`src/rtl/optoml_elastic_buffer.sv`:
```
// optoml_elastic_buffer: DEPTH-entry valid/ready FIFO slice with level, almost-full and flush.
// in_ready/out_valid come from registered level only, so instances cascade cleanly.
module optoml_elastic_buffer #(
  parameter int DATA_WIDTH = 32,
  parameter int DEPTH = 4,
  parameter int AF_THRESH = DEPTH - 1
) (
  input  logic                         clock,
  input  logic                         resetn,
  input  logic                         flush,
  input  logic                         in_valid,
  input  logic [DATA_WIDTH-1:0]        in_data,
  output logic                         in_ready,
  output logic                         out_valid,
  output logic [DATA_WIDTH-1:0]        out_data,
  input  logic                         out_ready,
  output logic [$clog2(DEPTH+1)-1:0]   level,
  output logic                         almost_full
);
  localparam int LW = $clog2(DEPTH + 1);
  localparam int PW = $clog2(DEPTH);
  localparam logic [LW-1:0] FULL = LW'(DEPTH);
  localparam logic [LW-1:0] AF = LW'(AF_THRESH);
  localparam logic [PW-1:0] LAST = PW'(DEPTH - 1);

  if (DEPTH < 2 || AF_THRESH < 1 || AF_THRESH > DEPTH) begin : g_bad_params
    $error("optoml_elastic_buffer: DEPTH must be >= 2 and 1 <= AF_THRESH <= DEPTH");
  end

  logic [DATA_WIDTH-1:0] mem [DEPTH];
  logic [PW-1:0] wr_ptr, rd_ptr;
  logic push, pop;

  always_comb begin
    in_ready = level < FULL;
    out_valid = level != '0;
    almost_full = level >= AF;
    push = in_valid && in_ready;
    pop = out_valid && out_ready;
    out_data = out_valid ? mem[rd_ptr] : '0;
  end

  always_ff @(posedge clock)
    if (push && !flush) mem[wr_ptr] <= in_data;

  // explicit wrap compare keeps non-power-of-two depths correct
  always_ff @(posedge clock or negedge resetn)
    if (!resetn) begin
      level <= '0;
      wr_ptr <= '0;
      rd_ptr <= '0;
    end else if (flush) begin
      level <= '0;
      wr_ptr <= '0;
      rd_ptr <= '0;
    end else begin
      if (push) wr_ptr <= wr_ptr == LAST ? '0 : wr_ptr + 1'b1;
      if (pop) rd_ptr <= rd_ptr == LAST ? '0 : rd_ptr + 1'b1;
      level <= level + LW'(push) - LW'(pop);
    end
endmodule

```
`config.mk`:
```
export PLATFORM = sky130hd
export DESIGN_NAME = optoml_elastic_buffer
export DESIGN_NICKNAME = d
export VERILOG_FILES = /design/src/rtl/optoml_elastic_buffer.sv
export SDC_FILE = /design/constraint.sdc
export NUM_CORES = 1
export LEC_CHECK = 0
export CAP_MARGIN = 10
export CORE_AREA = 2 2 115 117
export DETAILED_ROUTE_END_ITERATION = 7
export DIE_AREA = 0 0 117 119
export GPL_ROUTABILITY_DRIVEN = 0
export PLACE_DENSITY = 0.64
export SYNTH_ARGS = -nofsm -noshare
export SYNTH_HDL_FRONTEND = slang
export SYNTH_SLANG_ARGS = --single-unit
```
`constraint.sdc`:
```
create_clock -name clock -period 5.3 [get_ports clock]
set_input_delay 1.325 -clock clock [delete_from_list [all_inputs] [get_ports clock]]
set_output_delay 1.325 -clock clock [all_outputs]
set_load 0.05 [all_outputs]
```
==> results.cfg, run 1 <==
[yosys]
ys_warn_count = 0
synth_area_um2 = 5310
ys_types = 20
synth_area_per_cell_um2 = 21.0
synth_seq_area_share_pct = 75.7
ys_seq_elements = 135
syn_inst = 253
syn_nets = 299

[setup_path]
start_kind = flip-flop
critPathMaxFanout = 25
r2r_end = level[2]
ff2ff_path_depth = 9
end_kind = output port
rrSetupSlack_ps = 2930
path_class = reg2out
cp.required_ps = 3970
worstPathArrival_ps = 3010
reg2reg_from = level[1]

[clock_network]
cts_setup_buffers = 0
ctsResizeCount = 0
cts-root-buf = clkbuf_16
clock_latency_ps = 410
numCtsBuffers = 17
postCtsHoldBufs = 0
htreeDepth = 4
clkTransAtPathRegs_ps = 50
cts_tree = done
cts.sinks = 135
cts_max_path_buffers = 2

[route]
drcViolationCount = 0
wl_per_cell_um = 17.7
vias = 2536
viasPerCell = 4.82
postRouteAntennaNets = 0
drtPass1Iterations = 4
drt_wl_total_mm = 9.29
dr.first_iter.drc_count = 130

[placed_design]
numPortBuffers = 74
dp_hpwl_mm = 5.38
placed_cell_area_um2 = 6230

[power_and_ir_drop]
internal-power_mw = 2.37
powerDensity_nw_per_um2 = 530
irDropWorstVdd_mv = 0.344
p_seq_share_pct = 36.4
leakage_nw = 2.23
clockPowerShare_pct = 30.8
pwr-share-comb_pct = 32.8
p_switching_mw = 1.23
switching_share_pct = 34.0

[timing]
tns_ps = 0
finClkSkew_ps = 5.16
slew_headroom_pct = 39.6
finalSetupViolations = 0
worst_pin_slew_ps = 906
slew_violations = 0
finalHoldViolCount = 0
hold_slack_ps = 581
finalCriticalPeriod_ps = 4330
rsz0062_at_grt = false
fin_crit_sh_pct = 81.7
fmax_mhz = 231

[finish]
nets = 383
area_growth_pct = 27.9
num-fill-cells = 1054
utilization_pct = 52.8
drive_gt1_share_pct = 20.3
diodes = 0
final_design_area_no_fill_um2 = 6800

[flow_run]
cap_violations = 0

[min_path]
hp-start = wr_ptr[1]
holdPathEnd = wr_ptr[1]
holdPathStages = 2
min_path_type = reg2reg

[grt]
gr-usage-all-layers_pct = 14.4
grt_overflow = 0
grt_max_degree = 35
grt_pass1_vias = 2736
grt_pass1_wl_mm = 14.5
antenna_found_initial = 0

[die]
pin_count = 75
die_area_um2 = 13900
num_rows = 42
start_util_pct = 41.3
die_y_um = 119
core_um2 = 12900
die_w_um = 117

[status]
status = finished, final reports clean
-- per-stage QoR --
stage | cells | total power [mW] | worst slack (ps)
detailed placement | 494 | 2.53 | 1330
finish | 526 | 3.60 | 970
global placement | 494 | 2.52 | 1330
global route | 526 | 3.74 | 765
floorplan | 253 | 2.14 | 2180
CTS | 526 | 3.64 | 877
-- layout by cell type (no fill, tap or decap) --
master / netlist / final
a21oi_1: 2 / 2
and2_2: 0 / 4
buf_4: 0 / 3
bufinv_16: 0 / 2
clkbuf_1: 5 / 2
clkbuf_16: 0 / 17
clkdlybuf4s50_1: 0 / 74
clkinv_1: 0 / 1
clkinv_2: 0 / 4
clkinv_4: 0 / 3
clkinvlp_4: 0 / 3
dfrtp_1: 7 / 5
dfrtp_2: 0 / 2
edfxtp_1: 128 / 128
fa_1: 1 / 1
ha_1: 8 / 8
inv_1: 8 / 8
mux2i_1: 2 / 2
mux4_2: 32 / 32
nand2_1: 4 / 4
nor2_1: 6 / 6
nor2b_1: 34 / 34
nor3_4: 0 / 1
o21ai_0: 1 / 1
o31ai_1: 1 / 1
or3_1: 1 / 1
xor2_1: 1 / 1
-- final cells by class --
| cell class | count | area, um^2 | share of cell area [%] |
|---|---|---|---|
| clock buffers | 19 | 433 | 6.37 |
| clock inverters | 13 | 133 | 1.95 |
| inverters | 8 | 30.0 | 0.442 |
| multi-input cells | 98 | 1190 | 17.6 |
| flip-flops and latches | 135 | 4020 | 59.2 |
| well taps | 176 | 220 | 3.24 |
| repair buffers | 77 | 763 | 11.2 |
-- registers in the layout, indices dropped and copies added, names as in the netlist --
name and flops:
mem 128, level 3, wr_ptr 2, rd_ptr 2
-- power by group through the flow --
stage                     registers, mW  clock network (mW)  logic [mW]
after floorplan                    1.30                   0       0.845
after global placement             1.33                   0        1.19
after detailed placement           1.33                   0        1.20
after CTS                          1.31                1.13        1.20
after global routing               1.32                1.17        1.25
final                              1.31                1.11        1.18
-- Yosys cell counts (all sizes together) --
cell type,number,share of area [%]
nor2b,34,4.0
inv,8,0.57
dfrtp,7,3.3
a21oi,2,0.19
o31ai,1,0.14
nand2,4,0.28
ha,8,1.9
or3,1,0.12
fa,1,0.38
edfxtp,128,72
xor2,1,0.16
nor3,1,0.19
mux4,32,14
buf,7,1.1
nor2,6,0.42
mux2i,2,0.38
o21ai,1,0.094
clkbuf,5,0.35
and2,4,0.47
-- routing by layer --
metal	track usage, %	routed length (um)	vias to the layer above
met5	0	0	-
met4	4.71	167	0
met3	5.29	480	14
met2	22.7	4590	66
met1	18.6	4050	1293
li1	-	-	1163
-- worst max path at each step --
stage                   start           end  slack [ps]  cells past startpoint
global placement    rd_ptr[0]  out_data[25]        1330                      4
CTS                 rd_ptr[0]  out_data[25]         880                      4
floorplan            level[1]  out_data[10]        2180                      3
detailed placement  rd_ptr[0]  out_data[25]        1330                      4
finish              rd_ptr[0]  out_data[25]         970                      4
global route        rd_ptr[0]  out_data[28]         770                      4
-- logic make-up after synthesis --
family / share of synthesized area (%)
AO/OA/AOI/OAI: 0.424
XOR/XNOR: 0.165
adder cells (fa/ha/maj): 2.26
buffers and inverters: 2.05
flip-flops: 75.7
multiplexers: 13.9
AND/OR/NAND/NOR: 5.49
-- critical path, stage by stage, from the launching register on --
cell and delay, ps:
dfrtp_2 890, buf_4 310, mux4_2 520, nor2b_1 150, clkdlybuf4s50_1 720
Note: power is estimated with default switching activity, not from simulation.
==> inputs of run 2 (changes only) <==
==> constraint.sdc (replaced) <==
create_clock -name clock -period 4.3 [get_ports clock]
set_input_delay 1.075 -clock clock [delete_from_list [all_inputs] [get_ports clock]]
set_output_delay 1.075 -clock clock [all_outputs]
set_load 0.05 [all_outputs]
==> run 2 against run 1 <==
Via count is 2.4% higher. Non-clock buffer count is 4 higher. Global-route usage is essentially flat. Final area is 1.3% higher. Largest cell class unchanged.
==> results.cfg, run 2 (synthesis gave the netlist of run 1 again) <==
[timing]
worst_pin_slew_ps = 883
fin_crit_sh_pct = 88.4
tns_ps = 0
slew_violations = 0
finClkSkew_ps = 7.18
fmax_mhz = 263
rsz0062_at_grt = false
finalHoldViolCount = 0
slew_headroom_pct = 41.1
finalSetupViolations = 0
finalCriticalPeriod_ps = 3800

[status]
status = finished, final reports clean

[clock_network]
cts.sinks = 135
cts-root-buf = clkbuf_16
cts_max_path_buffers = 2
cts_tree = done
postCtsHoldBufs = 0
cts_setup_buffers = 0
htreeDepth = 4
ctsResizeCount = 0
numCtsBuffers = 17
clkTransAtPathRegs_ps = 60
clock_latency_ps = 400

[power_and_ir_drop]
leakage_nw = 2.27
powerDensity_nw_per_um2 = 655
irDropWorstVdd_mv = 0.472

[finish]
nets = 387
num-fill-cells = 1028
reg_top3 = mem: 128 flops, level: 3 flops
final_cell_mix = 128 x edfxtp_1, 74 x clkdlybuf4s50_1, 34 x nor2b_1
largest_reg_flops = 128
final_common_cell = edfxtp_1
area_growth_pct = 29.6
final_design_area_no_fill_um2 = 6890
largest_register = mem
drive_gt1_share_pct = 21.8
diodes = 0

[setup_path]
critPathLaunch = rd_ptr[1]
max_stage_delay_ps = 950
path_class = reg2out
cp.required_ps = 3220
end_kind = output port
start_kind = flip-flop
worst-path-buf-inv = 1
critPathMaxFanout = 34
reg2reg_from = level[1]
critical-path-slowest-cell = dfrtp_2
worstPathArrival_ps = 2730
critPathTopFamily = flip-flops
path_cells = mux4_2 -> nor2b_1 -> clkdlybuf4s50_1

[flow_run]
cap_violations = 0

[route]
viasPerCell = 4.91
drtPass1Iterations = 5
drcViolationCount = 0
postRouteAntennaNets = 0
wl_met3_um = 460
vias = 2597
met1_length_mm = 3.92
wl_met2_mm = 4.67
dr.first_iter.drc_count = 144
drt_wl_total_mm = 9.17
highest_layer = met4
wl_per_cell_um = 17.3

[die]
die_y_um = 119
core_um2 = 12900
die_w_um = 117
pin_count = 75
start_util_pct = 41.3
num_rows = 42
die_area_um2 = 13900

[placed_design]
dp_hpwl_mm = 5.51
numPortBuffers = 74
placed_cell_area_um2 = 6280

[grt]
grt_max_degree = 35
gr-usage-all-layers_pct = 14.5
grt_pass1_wl_mm = 14.4
grt_overflow = 0
antenna_found_initial = 0
grt_pass1_vias = 2711

[min_path]
min_path_type = reg2reg
hp-start = wr_ptr[1]
-- run 2: cell types whose count changed in the layout (fill, tap and decap cells not counted), moves of 2 or more --
cell,previous run,this run
clkbuf_1,2,0
buf_12,0,2
inv_6,0,3
buf_4,3,5
clkinv_2,4,2
-- run 2: path summary, 6_finish.rpt --
kind | slack [ps] | end | cells past startpoint
max reg2reg | 1940 | level[2] | 9
min reg2reg | 580 | wr_ptr[1] | 2
min in group asynchronous | 930 | level[1] | 1
min | 580 | wr_ptr[1] | 2
max | 500 | out_data[25] | 3
max in group asynchronous | 3100 | rd_ptr[1] | 1
-- run 2: per-layer routing --
metal,global-route usage (%),up-vias
met4,5.74,0
li1,-,1179
met1,18.4,1337
met2,23.3,72
met3,4.17,9
met5,0,-
-- run 2: area by class of cell --
cell class / count / area (um^2) / share of cell area [%]
multi-input combinational: 98 / 1190 / 17.4
sequential: 135 / 4020 / 58.4
inverter: 8 / 30.0 / 0.436
clock buffer: 17 / 425 / 6.18
clock inverter: 14 / 175 / 2.54
timing repair buffer: 81 / 818 / 11.9
tap: 176 / 220 / 3.20
-- run 2: through the flow --
stage / total power, mW / utilization [%] / hold slack, ps / setup slack, ps / instances
final: 4.51 / 53.5 / 582 / 499 / 529
after global routing: 4.70 / 53.5 / 602 / 336 / 529
after CTS: 4.58 / 53.5 / 576 / 420 / 529
after detailed placement: 3.13 / 48.8 / 581 / 875 / 498
after global placement: 3.12 / 48.8 / 561 / 876 / 498
after floorplan: 2.64 / - / 543 / 1430 / 253
-- run 2: report_power, final --
| part | internal [mW] | switching (mW) |
|---|---|---|
| sequential | 1.52 | 0.0747 |
| clock | 0.913 | 0.528 |
| combinational | 0.569 | 0.909 |
| total | 3.00 | 1.51 |
-- run 2: worst register-to-register path, delay by kind of cell, from the launching register on --
kind | cells | cell delay [ps]
AO/OA/AOI/OAI | 1 | 550
AND/OR/NAND/NOR | 1 | 50
XOR/XNOR | 1 | 160
adder cells (fa/ha/maj) | 3 | 810
buffers and inverters | 3 | 200
flip-flops | 1 | 470
==> inputs of run 3 (changes only) <==
--- a/config.mk
+++ b/config.mk
@@ -7,6 +7,7 @@
 export LEC_CHECK = 0
 export CAP_MARGIN = 10
 export CORE_AREA = 2 2 115 117
+export CTS_BUF_LIST = sky130_fd_sc_hd__clkbuf_16
 export DETAILED_ROUTE_END_ITERATION = 7
 export DIE_AREA = 0 0 117 119
 export GPL_ROUTABILITY_DRIVEN = 0
==> constraint.sdc (replaced) <==
create_clock -name clock -period 4.3 [get_ports clock]
set_input_delay 1.29 -clock clock [delete_from_list [all_inputs] [get_ports clock]]
set_output_delay 1.29 -clock clock [all_outputs]
set_load 0.05 [all_outputs]
==> run 3 against run 2 <==
Combinational power is essentially flat. Die area is the same. Sequential power is essentially flat. Worst setup slack lost 160 ps. Maximum frequency shrank 4.1%. Clock power is essentially flat. Core utilization grew 0.19 points. Non-clock buffer count grew 2. Global-route usage is essentially flat. Register-to-register slack gained 40 ps. Sequential share of layout area shrank 0.21 points. Highest routed layer unchanged.
==> results.cfg, run 3 (synthesis gave the netlist of run 1 again) <==
[route]
viasPerCell = 4.87
vias = 2589
wl_per_cell_um = 17.4
postRouteAntennaNets = 0
drtPass1Iterations = 4
dr.first_iter.drc_count = 108
drt_wl_total_mm = 9.23
drcViolationCount = 0

[setup_path]
path_class = reg2out
start_kind = flip-flop
end_kind = output port
critPathMaxFanout = 23
worstPathArrival_ps = 2680
cp.required_ps = 3010

[grt]
grt_overflow = 0
grt_max_degree = 34
antenna_found_initial = 0
grt_pass1_wl_mm = 14.6
grt_pass1_vias = 2733
gr-usage-all-layers_pct = 14.5

[finish]
largest_register = mem
nets = 389
drive_gt1_share_pct = 21.3
largest_reg_flops = 128
utilization_pct = 53.7
final_cell_mix = 128 x edfxtp_1, 74 x clkdlybuf4s50_1, 34 x nor2b_1
diodes = 0
final_common_cell = edfxtp_1
reg_top3 = mem: 128 flops, level: 3 flops
area_growth_pct = 30.1

[flow_run]
cap_violations = 0

[timing]
fin_ws_ps = 334
slew_violations = 0
finalHoldViolCount = 0
hold_slack_ps = 577
tns_ps = 0
rsz0062_at_grt = false
finClkSkew_ps = 8.55
slew_headroom_pct = 61.6
finalCriticalPeriod_ps = 3970
fin_crit_sh_pct = 92.2
worst_pin_slew_ps = 576
fmax_mhz = 252
finalSetupViolations = 0

[die]
core_um2 = 12900
start_util_pct = 41.3
num_rows = 42
die_w_um = 117
pin_count = 75
die_area_um2 = 13900
die_y_um = 119

[status]
status = finished, final reports clean

[min_path]
min_path_type = reg2reg

[clock_network]
numCtsBuffers = 17
clkTransAtPathRegs_ps = 60
ctsResizeCount = 0
postCtsHoldBufs = 0
cts.sinks = 135
cts_tree = done
cts_setup_buffers = 0
clock_latency_ps = 400
cts-root-buf = clkbuf_16
cts_max_path_buffers = 2
htreeDepth = 4

[placed_design]
dp_hpwl_mm = 5.69
numPortBuffers = 74
dpl_worst_slack_ps = 715

[power_and_ir_drop]
irDropWorstVdd_mv = 0.338
leakage_nw = 2.28
powerDensity_nw_per_um2 = 651
power.total_mw = 4.50
run 3: cell count changes in the layout (fill, tap and decap cells not counted):
| cell | before | now |
|---|---|---|
| buf_12 | 2 | 4 |
| clkinv_1 | 0 | 4 |
| clkinv_2 | 2 | 3 |
| clkinv_4 | 3 | 1 |
| inv_6 | 3 | 1 |
run 3: worst paths after layout:
check	start	end	slack, ps	cells after the start
setup / recovery	rd_ptr[1]	out_data[15]	330	4
hold / removal	wr_ptr[1]	wr_ptr[1]	580	2
setup reg to reg	level[1]	level[2]	1980	9
hold reg to reg	wr_ptr[1]	wr_ptr[1]	580	2
max in group asynchronous	resetn	rd_ptr[0]	2870	1
min in group asynchronous	resetn	level[2]	1160	1
run 3: per-layer routing:
metal / wire, um / share of wire (%) / vias up / track usage, %
li1: - / - / 1175 / -
met5: 0 / 0 / - / 0
met3: 431 / 4.7 / 4 / 4.43
met4: 41 / 0.44 / 0 / 4.19
met2: 4480 / 49 / 65 / 21.9
met1: 4270 / 46 / 1345 / 20.6
run 3: through the flow:
stage               cells  cell area [um^2]
detailed placement    500              6320
global route          532              6910
CTS                   532              6910
floorplan             253              5310
finish                532              6910
global placement      500              6320
run 3: layout make-up:
class	count	area, um^2
clock buffer	17	425
clock inverter	15	160
fill	1010	5960
inverter	8	30.0
multi-input combinational	98	1190
sequential	135	4020
tap	176	220
timing repair buffer	83	858
run 3: report_power, final:
part           switching (mW)  total, mW  internal, mW
Clock                   0.509       1.41         0.902
Sequential             0.0629       1.58          1.52
Combinational           0.931       1.51         0.578
Total                    1.50       4.50          3.00
run 3: worst max-delay path, stage by stage, from the launching register on:
cell             delay (ps)
dfrtp_2                 740
buf_4                   340
mux4_2                  340
nor2b_1                 150
clkdlybuf4s50_1         710
